### src/rtl/rv_writeback.sv
// RISC-V writeback stage: holds one retiring instruction, writes ALU results the
// cycle after capture and load results when data memory completes, with stall and bypass.
module rv_writeback (
  input  logic        clk_i,
  input  logic        rst_i,
  input  logic        x_valid_i,
  input  logic [4:0]  x_rd_i,
  input  logic [31:0] x_rd_value_i,
  input  logic        x_rd_write_i,
  input  logic        x_load_i,
  input  logic [2:0]  x_fun_i,
  input  logic [1:0]  x_dm_addr_i,
  input  logic [31:0] dm_data_l_i,
  input  logic        dm_load_done_i,
  output logic        w_stall_req_o,
  output logic [4:0]  w_rd_o,
  output logic [31:0] w_rd_value_o,
  output logic        w_rd_store_o,
  output logic        w_bypass_rd_write_o,
  output logic [31:0] w_bypass_rd_value_o
);

  localparam logic [0:0] IDLE      = 1'b0;
  localparam logic [0:0] WAIT_LOAD = 1'b1;

  logic [0:0]  state;
  logic        valid;
  logic [4:0]  rd;
  logic [31:0] value;
  logic        rd_write;
  logic        load;
  logic [2:0]  fun;
  logic [1:0]  addr;
  logic [31:0] last_value;

  logic        capture;
  logic        store;
  logic [31:0] load_value;
  logic [31:0] wr_value;

  // Funct3 encodings outside the five defined loads fall through to a full word.
  function automatic logic [31:0] extract_load(input logic [2:0] f, input logic [1:0] a,
                                               input logic [31:0] d);
    logic [7:0]  b;
    logic [15:0] h;
    case (a)
      2'b00:   b = d[7:0];
      2'b01:   b = d[15:8];
      2'b10:   b = d[23:16];
      default: b = d[31:24];
    endcase
    h = a[1] ? d[31:16] : d[15:0];
    case (f)
      3'b000:  extract_load = {{24{b[7]}}, b};
      3'b001:  extract_load = {{16{h[15]}}, h};
      3'b100:  extract_load = {24'h000000, b};
      3'b101:  extract_load = {16'h0000, h};
      default: extract_load = d;
    endcase
  endfunction

  // Stall, capture and regfile write selection.
  always_comb begin
    w_stall_req_o = (state == WAIT_LOAD) && !dm_load_done_i;
    capture       = x_valid_i && !w_stall_req_o;
    load_value    = extract_load(fun, addr, dm_data_l_i);
    if (valid && load) begin
      store    = (state == WAIT_LOAD) && dm_load_done_i && rd_write && (rd != 5'd0);
      wr_value = load_value;
    end else begin
      store    = valid && !load && rd_write && (rd != 5'd0);
      wr_value = value;
    end
    w_rd_store_o        = store;
    w_rd_o              = rd;
    w_rd_value_o        = store ? wr_value : last_value;
    w_bypass_rd_write_o = store;
    w_bypass_rd_value_o = w_rd_value_o;
  end

  // Stage register, FSM and last-written value.
  always_ff @(posedge clk_i) begin
    if (rst_i) begin
      state      <= IDLE;
      valid      <= 1'b0;
      rd         <= 5'd0;
      value      <= 32'd0;
      rd_write   <= 1'b0;
      load       <= 1'b0;
      fun        <= 3'd0;
      addr       <= 2'd0;
      last_value <= 32'd0;
    end else begin
      if (capture) begin
        valid    <= 1'b1;
        rd       <= x_rd_i;
        value    <= x_rd_value_i;
        rd_write <= x_rd_write_i;
        load     <= x_load_i;
        fun      <= x_fun_i;
        addr     <= x_dm_addr_i;
      end else if (!w_stall_req_o) begin
        valid <= 1'b0;
      end else begin
        valid <= valid;
      end
      if (store) begin
        last_value <= wr_value;
      end else begin
        last_value <= last_value;
      end
      case (state)
        IDLE: begin
          if (capture && x_load_i) state <= WAIT_LOAD;
          else                     state <= IDLE;
        end
        WAIT_LOAD: begin
          // A load accepted in the completion cycle keeps the FSM waiting.
          if (dm_load_done_i) state <= (capture && x_load_i) ? WAIT_LOAD : IDLE;
          else                state <= WAIT_LOAD;
        end
        default: state <= IDLE;
      endcase
    end
  end

endmodule

### config.mk
export PLATFORM = sky130hd
export DESIGN_NAME = rv_writeback
export DESIGN_NICKNAME = d
export VERILOG_FILES = /design/src/rtl/rv_writeback.sv
export SDC_FILE = /design/constraint.sdc
export NUM_CORES = 1
export LEC_CHECK = 0
export BUFFER_PORTS_ARGS = -buffer_cell sky130_fd_sc_hd__buf_2
export CAP_MARGIN = 0
export CORE_ASPECT_RATIO = 1.75
export CORE_MARGIN = 5
export CORE_UTILIZATION = 50
export DETAILED_ROUTE_END_ITERATION = 16
export GPL_TIMING_DRIVEN = 0
export PLACE_DENSITY_LB_ADDON = 0.05
export SYNTH_ARGS = -nofsm -noshare
export SYNTH_HDL_FRONTEND = slang
export SYNTH_SLANG_ARGS = --single-unit
### constraint.sdc
create_clock -name clk_i -period 2.59 [get_ports clk_i]
set_input_delay 0.259 -clock clk_i [delete_from_list [all_inputs] [get_ports clk_i]]
set_output_delay 0.259 -clock clk_i [all_outputs]
set_load 0.1 [all_outputs]
Word-level counts from Yosys, hierarchy flattened
Index checks and enable logic that the tools add are counted.

word-level totals
  register bits after elaboration = 78
  logic and storage cells = 43

operators by class
  eq/ne operators = 6
  reductions and logical operators = 16
  mux-type cells = 11
  bitwise logic cells = 1

operators with widths
  kind                  count
  $pmux W32 S4          1
  $mux W32              2
  $pmux W8 S3           1
  $mux W16              1
  $logic_and A1 B1 Y1   10
  $eq A3 B3 Y1 const B  2
  $mux W1               5
  $reduce_bool A5 Y1    1
  $eq A3 B1 Y1 const B  1
  $logic_not A1 Y1      3
  $logic_not A3 Y1      1
  $eq A2 B1 Y1 const B  1
  $eq A2 B2 Y1 const B  1
  $logic_not A2 Y1      1
  $ne A2 B1 Y1 const B  1
  $pmux W1 S2           1
  $not A1 Y1            1

Logic depth before layout (Yosys ltp)
Gate-level depths: netlist of run 1.

  depth in word-level cells = 8
  depth in mapped cells = 8

Least setup slack after synthesis of run 1
No wires, ideal clock.

  path kind = reg2out
  from = register rd[0] (netlist: w_rd_o[0])
  to = output port w_rd_value_o[29]
  path buffers = 2
  setup slack = -2.738 ns
  arrival time = 5.069 ns
  stages on the path, launching flop included = 8
  cells stage by stage = dfxtp_1 > or4_4 > o211ai_4 > inv_1 > buf_2 > nor2_1 > a211oi_1 > buf_4

on the way
  cells in the longest elaborated chain, start to end = 4

RTL lines
  item                                    line    text
  from (decl)                             28      logic [4:0] rd;
  from (signal assigned)                  96      rd <= x_rd_i;
  $reduce_bool A5 Y1 *                    68, 71
  $logic_and A1 B1 Y1 (on tied branches)  71, 68
  $mux W1 *                               67      if (valid && load) begin
  named net w_bypass_rd_write_o           19      output logic w_bypass_rd_write_o,
  $mux W32 *                              -
  to (decl)                               17      output logic [31:0] w_rd_value_o,

Mark *: on every way through the listed nets, which the timed path passes. The rest lies on a longest branch.

Worst setup path in the final report of run 1
  from = register rd[1] (netlist: w_rd_o[1])
  to = output port w_rd_value_o[11]

on the way
  cells in the longest elaborated chain, start to end = 4

RTL lines
  item                                    line
  $reduce_bool A5 Y1 *                    68, 71
  $logic_and A1 B1 Y1 (on tied branches)  71, 68
  $mux W1 *                               67
  $mux W32 *                              -

Mark *: on every way between the ends. The rest lies on a longest branch, timed or not.

==> results of run 1 <==
==> logic make-up after synthesis <==
logic type | after synthesis | share of synthesized area (%)
buffers and inverters | 83 | 11.6
DFF | 78 | 36.6
AOI/OAI and AO/OA | 147 | 24.1
muxes | 11 | 2.99
and+or+nand+nor | 238 | 24.7
==> registers in the layout (all words and copies together) (netlist names) <==
register,flops
state,1
last_value,32
addr,2
rd_write,1
w_rd_o,5
fun,3
value,32
load,1
valid,1
==> worst reg2reg max path: cells and delay by family (launching register included) <==
kind | cells | cell delay [ns]
flops | 1 | 0.36
compound gates | 3 | 1.01
simple gates | 1 | 0.33
buf+inv | 3 | 0.48
==> cells in the mapped netlist, types with 7 or more instances <==
library cell	instances	area, µm²
buf_4	37	278
mux2_2	10	113
dfxtp_1	78	1560
o211ai_1	7	52.6
nand3b_1	7	52.6
clkbuf_1	23	86.3
nand2_1	135	507
a2111oi_0	16	140
buf_2	7	35.0
nor2_1	38	143
a211oi_1	18	135
a21oi_1	68	340
nand3_1	16	80.1
inv_1	7	26.3
o31a_1	7	61.3
nand2b_1	13	81.3
a221oi_1	8	70.1
or3_1	7	43.8
and2_1	9	56.3
==> stage by stage <==
stage          total power [mW]  area [µm²]
2_1_floorplan              1.79        4890
3_3_place_gp               1.96        5780
3_5_place_dp               1.98        5780
4_1_cts                    3.40        7130
5_1_grt                    3.55        7400
6_report                   3.48        7400
==> cell type report <==
class	count	area, µm²
sequential	78	1580
clock inverter	6	85.1
multi-input combinational	396	2780
timing repair buffer	175	1780
buffer	73	782
inverter	7	28.8
clock buffer	10	229
fill	383	911
tap	115	144
==> power breakdown <==
group	internal [mW]	total, mW	switching, mW
sequential	1.25	1.29	0.0396
clock	0.843	1.37	0.531
combinational	0.290	0.816	0.526
==> path summary, 6_finish.rpt <==
path	startpoint	end	slack, ns	cells after the start
worst max-delay path	w_rd_o[1]	w_rd_value_o[11]	-0.14	8
worst min-delay path	x_rd_i[3]	w_rd_o[3]	0.14	3
worst max register to register	w_rd_o[3]	last_value[21]	0.23	7
worst min register to register	value[3]	value[3]	0.45	2
==> routing by layer <==
metal  routed length (µm)  part of all wire [%]  vias to the layer above
li1                     -                     -                     2270
met3                 1710                   8.4                      152
met1                 6350                    31                     2556
met5                    0                     0                        -
met4                 1660                   8.2                        0
met2                10500                    52                      434
==> what timing repair did <==
| action | CTS | global route |
|---|---|---|
| pin swaps | 9 | 19 |
| setup buffers | 11 | 12 |
| gates cloned | 1 | 2 |
| gates resized for setup | 233 | 50 |
| setup endpoints to repair | 65 | 64 |
| hold endpoints to repair | 0 | 0 |
==> layout by cell type, fill, tap and decap left out, types with 3 or more instances in the layout <==
master and count:
a2111oi_0 16, a221o_1 5, nor2_1 23, dfxtp_1 71, nand3_1 16, buf_2 90
buf_6 28, and2_1 9, buf_4 30, a21oi_4 8, nand2_2 4, a221oi_1 5
nand2b_1 13, clkbuf_16 11, buf_8 9, inv_1 6, or3_4 7, mux2_2 9
o211ai_1 7, nor2b_1 5, nand2_1 125, nand3b_1 7, clkbuf_2 5, a21oi_1 59
clkbuf_1 18, buf_1 3, a221oi_2 3, nor2_4 14, buf_12 64, a211oi_4 17
dfxtp_4 5, nand2_4 6, o31a_1 7, a211o_1 3
==> qor.yml, run 1 <==
status: "complete, but fails checks"
violations: "setup timing"
path_buf_inv: 4
synth-seq-cells: 78
place_inst: 822
fin_skew_ns: 0.00843
grt.busiest_layer: "met2"
setup-tns-final_ns: -2.66
cts_max_level: 3
io_buffer_count: 150
finalWorstSetupSlack_ns: -0.142
grt_use_met1_pct: 36.2
cp_data_required_time_ns: 2.33
yosys_warnings: 0
setup_viol: 40
grt_pass1_vias: 5612
antenna_cells: 0
drt-total-wl_mm: 20.3
ys_seq_area_share_pct: 36.6
dieArea_mm2: 0.0106
ys_async_sr_fraction_pct: 0
crit_family: "simple AND/OR/NAND/NOR gates"
syn_nets: 637
max_stage_delay_ns: 0.54
ys.flop_type: "dfxtp_1"
num_rows: 44
grt_setup_unrepaired: "true"
final_core_util_pct: 89.0
ios: 152
ir_drop_mv: 0.538
numCtsBuffers: 9
overflow: 0
crit_fanout: 5
layoutNonFillerInstCount: 860
dpl.hpwl_mm: 12.0
vias: 5412
drtIter0Drc: 482
viasPerCell: 6.29
hp-class: "input port to flip-flop"
path_cells: "or4_4 > o211ai_4 > buf_12 > buf_12 > a21oi_4 > or3_4 > buf_6 > buf_12"
ant_nets: 0
grt_use_met2_pct: 64.2
period_minus_slack_ns: 2.73
track_usage_pct: 36.0
critPathCaptureType: "output port"
max_freq_ghz: 0.366
cts_tree: "yes"
grt_max_degree: 14
clockBufferDepth: 2
dr.pass1.iters: 6
layout.nets: 820
area_growth_pct: 73.4
clk_latency_ns: 0.35
avgSynthCellArea_um2: 7.66
p_leak_nw: 2.95
maxCapViolations: 0
netlist_area_mm2: 0.00427
slew_violations: 0
hold_ws_ns: 0.136
grtUsageMet3_pct: 6.70
core_mm2: 0.00831
cp-start-kind: "flip-flop"
hold_viol: 0
antenna_found_initial: 0
powerDensity_mw_per_mm2: 470
crit_slowest_cell: "or4_4"
finalCritPeriodShare_pct: 105
drc_errors: 0
die_w_um: 79.8
post_route_cells_drive_above_1_share_pct: 44.7
max_slew.worst_pin.slew_ns: 0.836
synth_enable_flop_cells: 0
place_ws_ns: -0.0918
cts_hold_buf: 0
numClockSinks: 78
synth.distinct_cells: 42
clk_pin_slew_worst_paths_ns: 0.07
die_h_um: 132
crit_type: "flip-flop to output port"
initial_core_util_pct: 51.3
critPathMostFrequentCell: "buf_12"
wl_per_cell_um: 23.6
crit_arrival_ns: 2.47
gp_congestion: 0.940
cts_root_buf: "clkbuf_16"
relSlewSlack_pct: 42.9
synthCells: 557
grt_pass1_wl_mm: 29.1
(Power assumes the default switching activity.)
==> inputs of run 2 (changes only) <==
- CORE_MARGIN: 5 -> 2
- CORE_UTILIZATION: 50 -> 40
- SETUP_SLACK_MARGIN: not set -> 0.5
==> qor.yml, run 2 (synthesized netlist as in run 1, its figures left out) <==
finalCritPeriodShare_pct: 108
grt_setup_unrepaired: "true"
clockBufferDepth: 2
clk_pin_slew_worst_paths_ns: 0.06
area_growth_pct: 85.1
cts_hold_buf: 0
r2r_slack_ns: 0.50
r2r-end: "last_value[30]"
initial_core_util_pct: 41.2
cts_max_level: 3
slew_violations: 0
max_slew.worst_pin.slew_ns: 0.646
track_usage_pct: 29.0
grt_pass1_wl_mm: 25.3
wl_per_cell_um: 18.5
drc_errors: 0
dieArea_mm2: 0.0115
numCtsBuffers: 9
grt_max_degree: 13
final_core_util_pct: 76.3
setup-tns-final_ns: -4.55
setup_viol: 46
final_area_mm2: 0.00790
layoutNonFillerInstCount: 888
period_minus_slack_ns: 2.79
dpl-instance-area_mm2: 0.00604
p_leak_nw: 3.11
hp-class: "input port to flip-flop"
layout_common_cells: "nand2_1, buf_12, buf_2"
viasPerCell: 5.57
worst-r2r-cell-count: 9
r2r-start: "w_rd_o[3]"
dr.pass1.iters: 5
ir_drop_mv: 0.336
numClockSinks: 78
place_ws_ns: -0.125
max_freq_ghz: 0.358
ios: 152
powerDensity_mw_per_mm2: 416
status: "complete, but fails checks"
cts_tree: "yes"
place_inst: 834
power_mw: 3.29
antenna_cells: 0
layout.nets: 836
io_buffer_count: 150
num_rows: 49
crit_type: "flip-flop to output port"
relSlewSlack_pct: 56.9
grt_pass1_vias: 4953
crit_arrival_ns: 2.53
vias: 4942
gp_congestion: 0.870
maxCapViolations: 0
core_mm2: 0.0104
critPathCaptureType: "output port"
finalWorstSetupSlack_ns: -0.200
holdPathEnd: "w_rd_o[2]"
die_h_um: 141
worstHoldPathCells: 3
post_route_cells_drive_above_1_share_pct: 45.5
cp_data_required_time_ns: 2.33
overflow: 0
cts_root_buf: "clkbuf_16"
die_w_um: 82.1
dpl.hpwl_mm: 11.5
layout_commonest_cell: "nand2_1"
hold_viol: 0
drtIter0Drc: 268
clk_latency_ns: 0.33
hold_ws_ns: 0.148
min_from: "x_rd_i[2]"
fin_skew_ns: 0.00435
cp-start-kind: "flip-flop"
antenna_found_initial: 0
violations: "setup timing"
ant_nets: 0
crit_fanout: 5
drt-total-wl_mm: 16.5
-- run 2: worst max-delay path by stage --
stage               startpoint               end  cells after the start
finish               w_rd_o[3]   w_rd_value_o[9]                      8
global placement       addr[0]  w_rd_value_o[15]                      7
detailed placement     addr[0]  w_rd_value_o[15]                      7
CTS                  w_rd_o[3]  w_rd_value_o[13]                      8
global route         w_rd_o[3]   w_rd_value_o[8]                      8
floorplan            w_rd_o[3]  w_rd_value_o[16]                      7
-- run 2: layer usage --
metal	vias up	global-route usage [%]	wire, µm
met5	-	0	0
met4	0	11.8	515
met3	38	4.80	947
met2	202	53.4	9290
met1	2391	31.7	5710
li1	2311	-	-
-- run 2: area by class of cell --
type	count	area, µm²
multi-input cells	396	2790
fillers	730	2460
repair buffers	188	2110
flip-flops and latches	78	1580
plain buffers	76	958
clock buffers	15	268
well taps	127	159
inverters	7	31.3
clock inverters	1	5.00
-- run 2: power breakdown --
group,switching [mW],internal [mW],leakage (nW)
Clock,0.476,0.702,0.134
Combinational,0.506,0.323,2.34
Sequential,0.0350,1.25,0.641
-- run 2: what timing repair did --
item                                    CTS  global route
buffers inserted                         18            16
gates cloned                              3             1
endpoints found under the setup margin   80            67
pin swaps                                15            20
gates resized for setup                 278            24
-- run 2: critical path, stage by stage (launching register included) --
cell and delay, ns:
dfxtp_4 0.34, or4_4 0.54, o211ai_4 0.30, buf_12 0.17, buf_12 0.11, a21oi_2 0.04, or3_4 0.40, buf_12 0.14
buf_12 0.15
==> inputs of run 3 (changes only) <==
--- a/config.mk
+++ b/config.mk
@@ -7,5 +7,4 @@
 export LEC_CHECK = 0
 export BUFFER_PORTS_ARGS = -buffer_cell sky130_fd_sc_hd__buf_2
-export CAP_MARGIN = 0
 export CORE_ASPECT_RATIO = 1.75
 export CORE_MARGIN = 2
==> constraint.sdc (replaced) <==
create_clock -name clk_i -period 2.59 [get_ports clk_i]
set_input_delay 0.3885 -clock clk_i [delete_from_list [all_inputs] [get_ports clk_i]]
set_output_delay 0.3885 -clock clk_i [all_outputs]
set_load 0.005 [all_outputs]
==> qor.yml, run 3 (synthesized netlist as in run 1, its figures left out) <==
grt_setup_unrepaired: "true"
vias: 4804
crit_type: "flip-flop to output port"
clk_latency_ns: 0.34
relSlewSlack_pct: 51.7
wl_per_cell_um: 18.2
layout.nets: 835
finalWorstSetupSlack_ns: -0.163
critPathCaptureType: "output port"
max_slew.worst_pin.slew_ns: 0.725
grt_pass1_wl_mm: 23.9
path_cells: "or4_4 > o211ai_4 > buf_6 > buf_12 > a21oi_4 > or3_4 > buf_6 > buf_6"
clk_pin_slew_worst_paths_ns: 0.06
clockBufferDepth: 2
viasPerCell: 5.42
die_h_um: 141
antenna_cells: 0
crit_arrival_ns: 2.36
grt_max_degree: 15
core_mm2: 0.0104
period_minus_slack_ns: 2.75
drt-total-wl_mm: 16.1
hp-class: "input port to flip-flop"
critPathMostFrequentCell: "buf_6"
cp-start-kind: "flip-flop"
r2r-start: "w_rd_o[1]"
crit_fanout: 5
max_freq_ghz: 0.363
post_route_cells_drive_above_1_share_pct: 46.4
cp_data_required_time_ns: 2.20
drc_errors: 0
max_stage_delay_ns: 0.55
place_inst: 834
hold_ws_ns: 0.278
worst-r2r-cell-count: 10
area_growth_pct: 57.0
maxCapViolations: 0
track_usage_pct: 27.6
slew_violations: 0
num_rows: 49
dieArea_mm2: 0.0115
cts_max_level: 3
die_w_um: 82.1
violations: "setup timing"
r2r_slack_ns: 0.51
status: "complete, but fails checks"
ios: 152
cts_root_buf: "clkbuf_16"
min_from: "x_rd_i[1]"
dr.pass1.iters: 5
p_leak_nw: 2.87
initial_core_util_pct: 41.2
holdPathEnd: "w_rd_o[1]"
ir_drop_mv: 0.369
ant_nets: 0
overflow: 0
nFillCells: 908
fin_skew_ns: 0.00764
setup_viol: 52
dpl.hpwl_mm: 11.4
hold_viol: 0
grt_pass1_vias: 4781
numCtsBuffers: 9
gp_congestion: 0.940
power_mw: 3.11
cts_hold_buf: 0
layout_common_cells: "buf_2, nand2_1, dfxtp_1"
cts_tree: "yes"
drtIter0Drc: 292
powerDensity_mw_per_mm2: 464
layoutNonFillerInstCount: 887
numClockSinks: 78
finalCritPeriodShare_pct: 106
antenna_found_initial: 0
crit_slowest_cell: "or4_4"
r2r-end: "last_value[4]"
io_buffer_count: 150
worstHoldPathCells: 3
run 3: changes by cell type in the layout (fill, tap and decap cells not counted), moves of 7 or more:
cell,delta
a211oi_2,+9
a211oi_4,-7
buf_12,-96
buf_2,+36
buf_4,+19
buf_6,+43
nand2_2,+10
run 3: per-layer routing:
layer	part of all wire [%]	wire length, µm	track usage [%]
met2	53	8560	49.0
met1	37	5980	30.6
met5	0	0	0
met4	4.8	781	14.8
met3	4.9	790	3.84
run 3: timing repair:
| action | CTS | global route |
|---|---|---|
| resized for setup | 140 | 55 |
| setup endpoints to repair | 85 | 80 |
| cloned | 4 | 0 |
| pin swaps | 27 | 17 |
| buffers inserted | 20 | 13 |
run 3: area by class of cell:
class,count,area [µm²],area share (%)
Timing Repair Buffer,187,1310,19.5
Buffer,76,581,8.66
Inverter,7,33.8,0.504
Clock buffer,10,239,3.57
Multi-Input combinational cell,396,2750,41.0
Tap cell,127,159,2.37
Sequential cell,78,1570,23.4
Clock inverter,6,68.8,1.03
run 3: per-stage QoR:
stage	setup slack (ns)	util (%)	setup TNS [ns]	area (µm²)
6_report	-0.163	64.7	-4.30	6700
5_1_grt	-0.199	64.7	-7.42	6700
4_1_cts	-0.178	61.5	-3.33	6370
3_5_place_dp	-0.0608	50.3	-0.612	5210
3_3_place_gp	-0.0421	50.3	-0.369	5210
2_1_floorplan	0.392	-	0	4300
run 3: report_power, final:
group,internal (mW),switching (mW)
sequential,1.25,0.0324
combinational,0.232,0.288
clock,0.778,0.530
run 3: worst max-delay path: cells and delay by family (launching register included):
family	cells	cell delay, ns
compound gates	2	0.23
buf+inv	4	0.52
flops	1	0.33
simple gates	2	0.95
run 3: worst max-delay path by stage:
stage	endpoint	cells past startpoint	startpoint	slack (ns)
final	w_rd_value_o[12]	8	w_rd_o[1]	-0.16
after global routing	w_rd_value_o[11]	8	w_rd_o[1]	-0.20
after CTS	w_rd_value_o[8]	8	w_rd_o[3]	-0.18
after detailed placement	w_rd_value_o[13]	7	dm_data_l_i[7]	-0.06
after global placement	w_rd_value_o[4]	8	w_rd_o[0]	-0.04
after floorplan	w_rd_value_o[10]	6	w_rd_o[0]	0.39
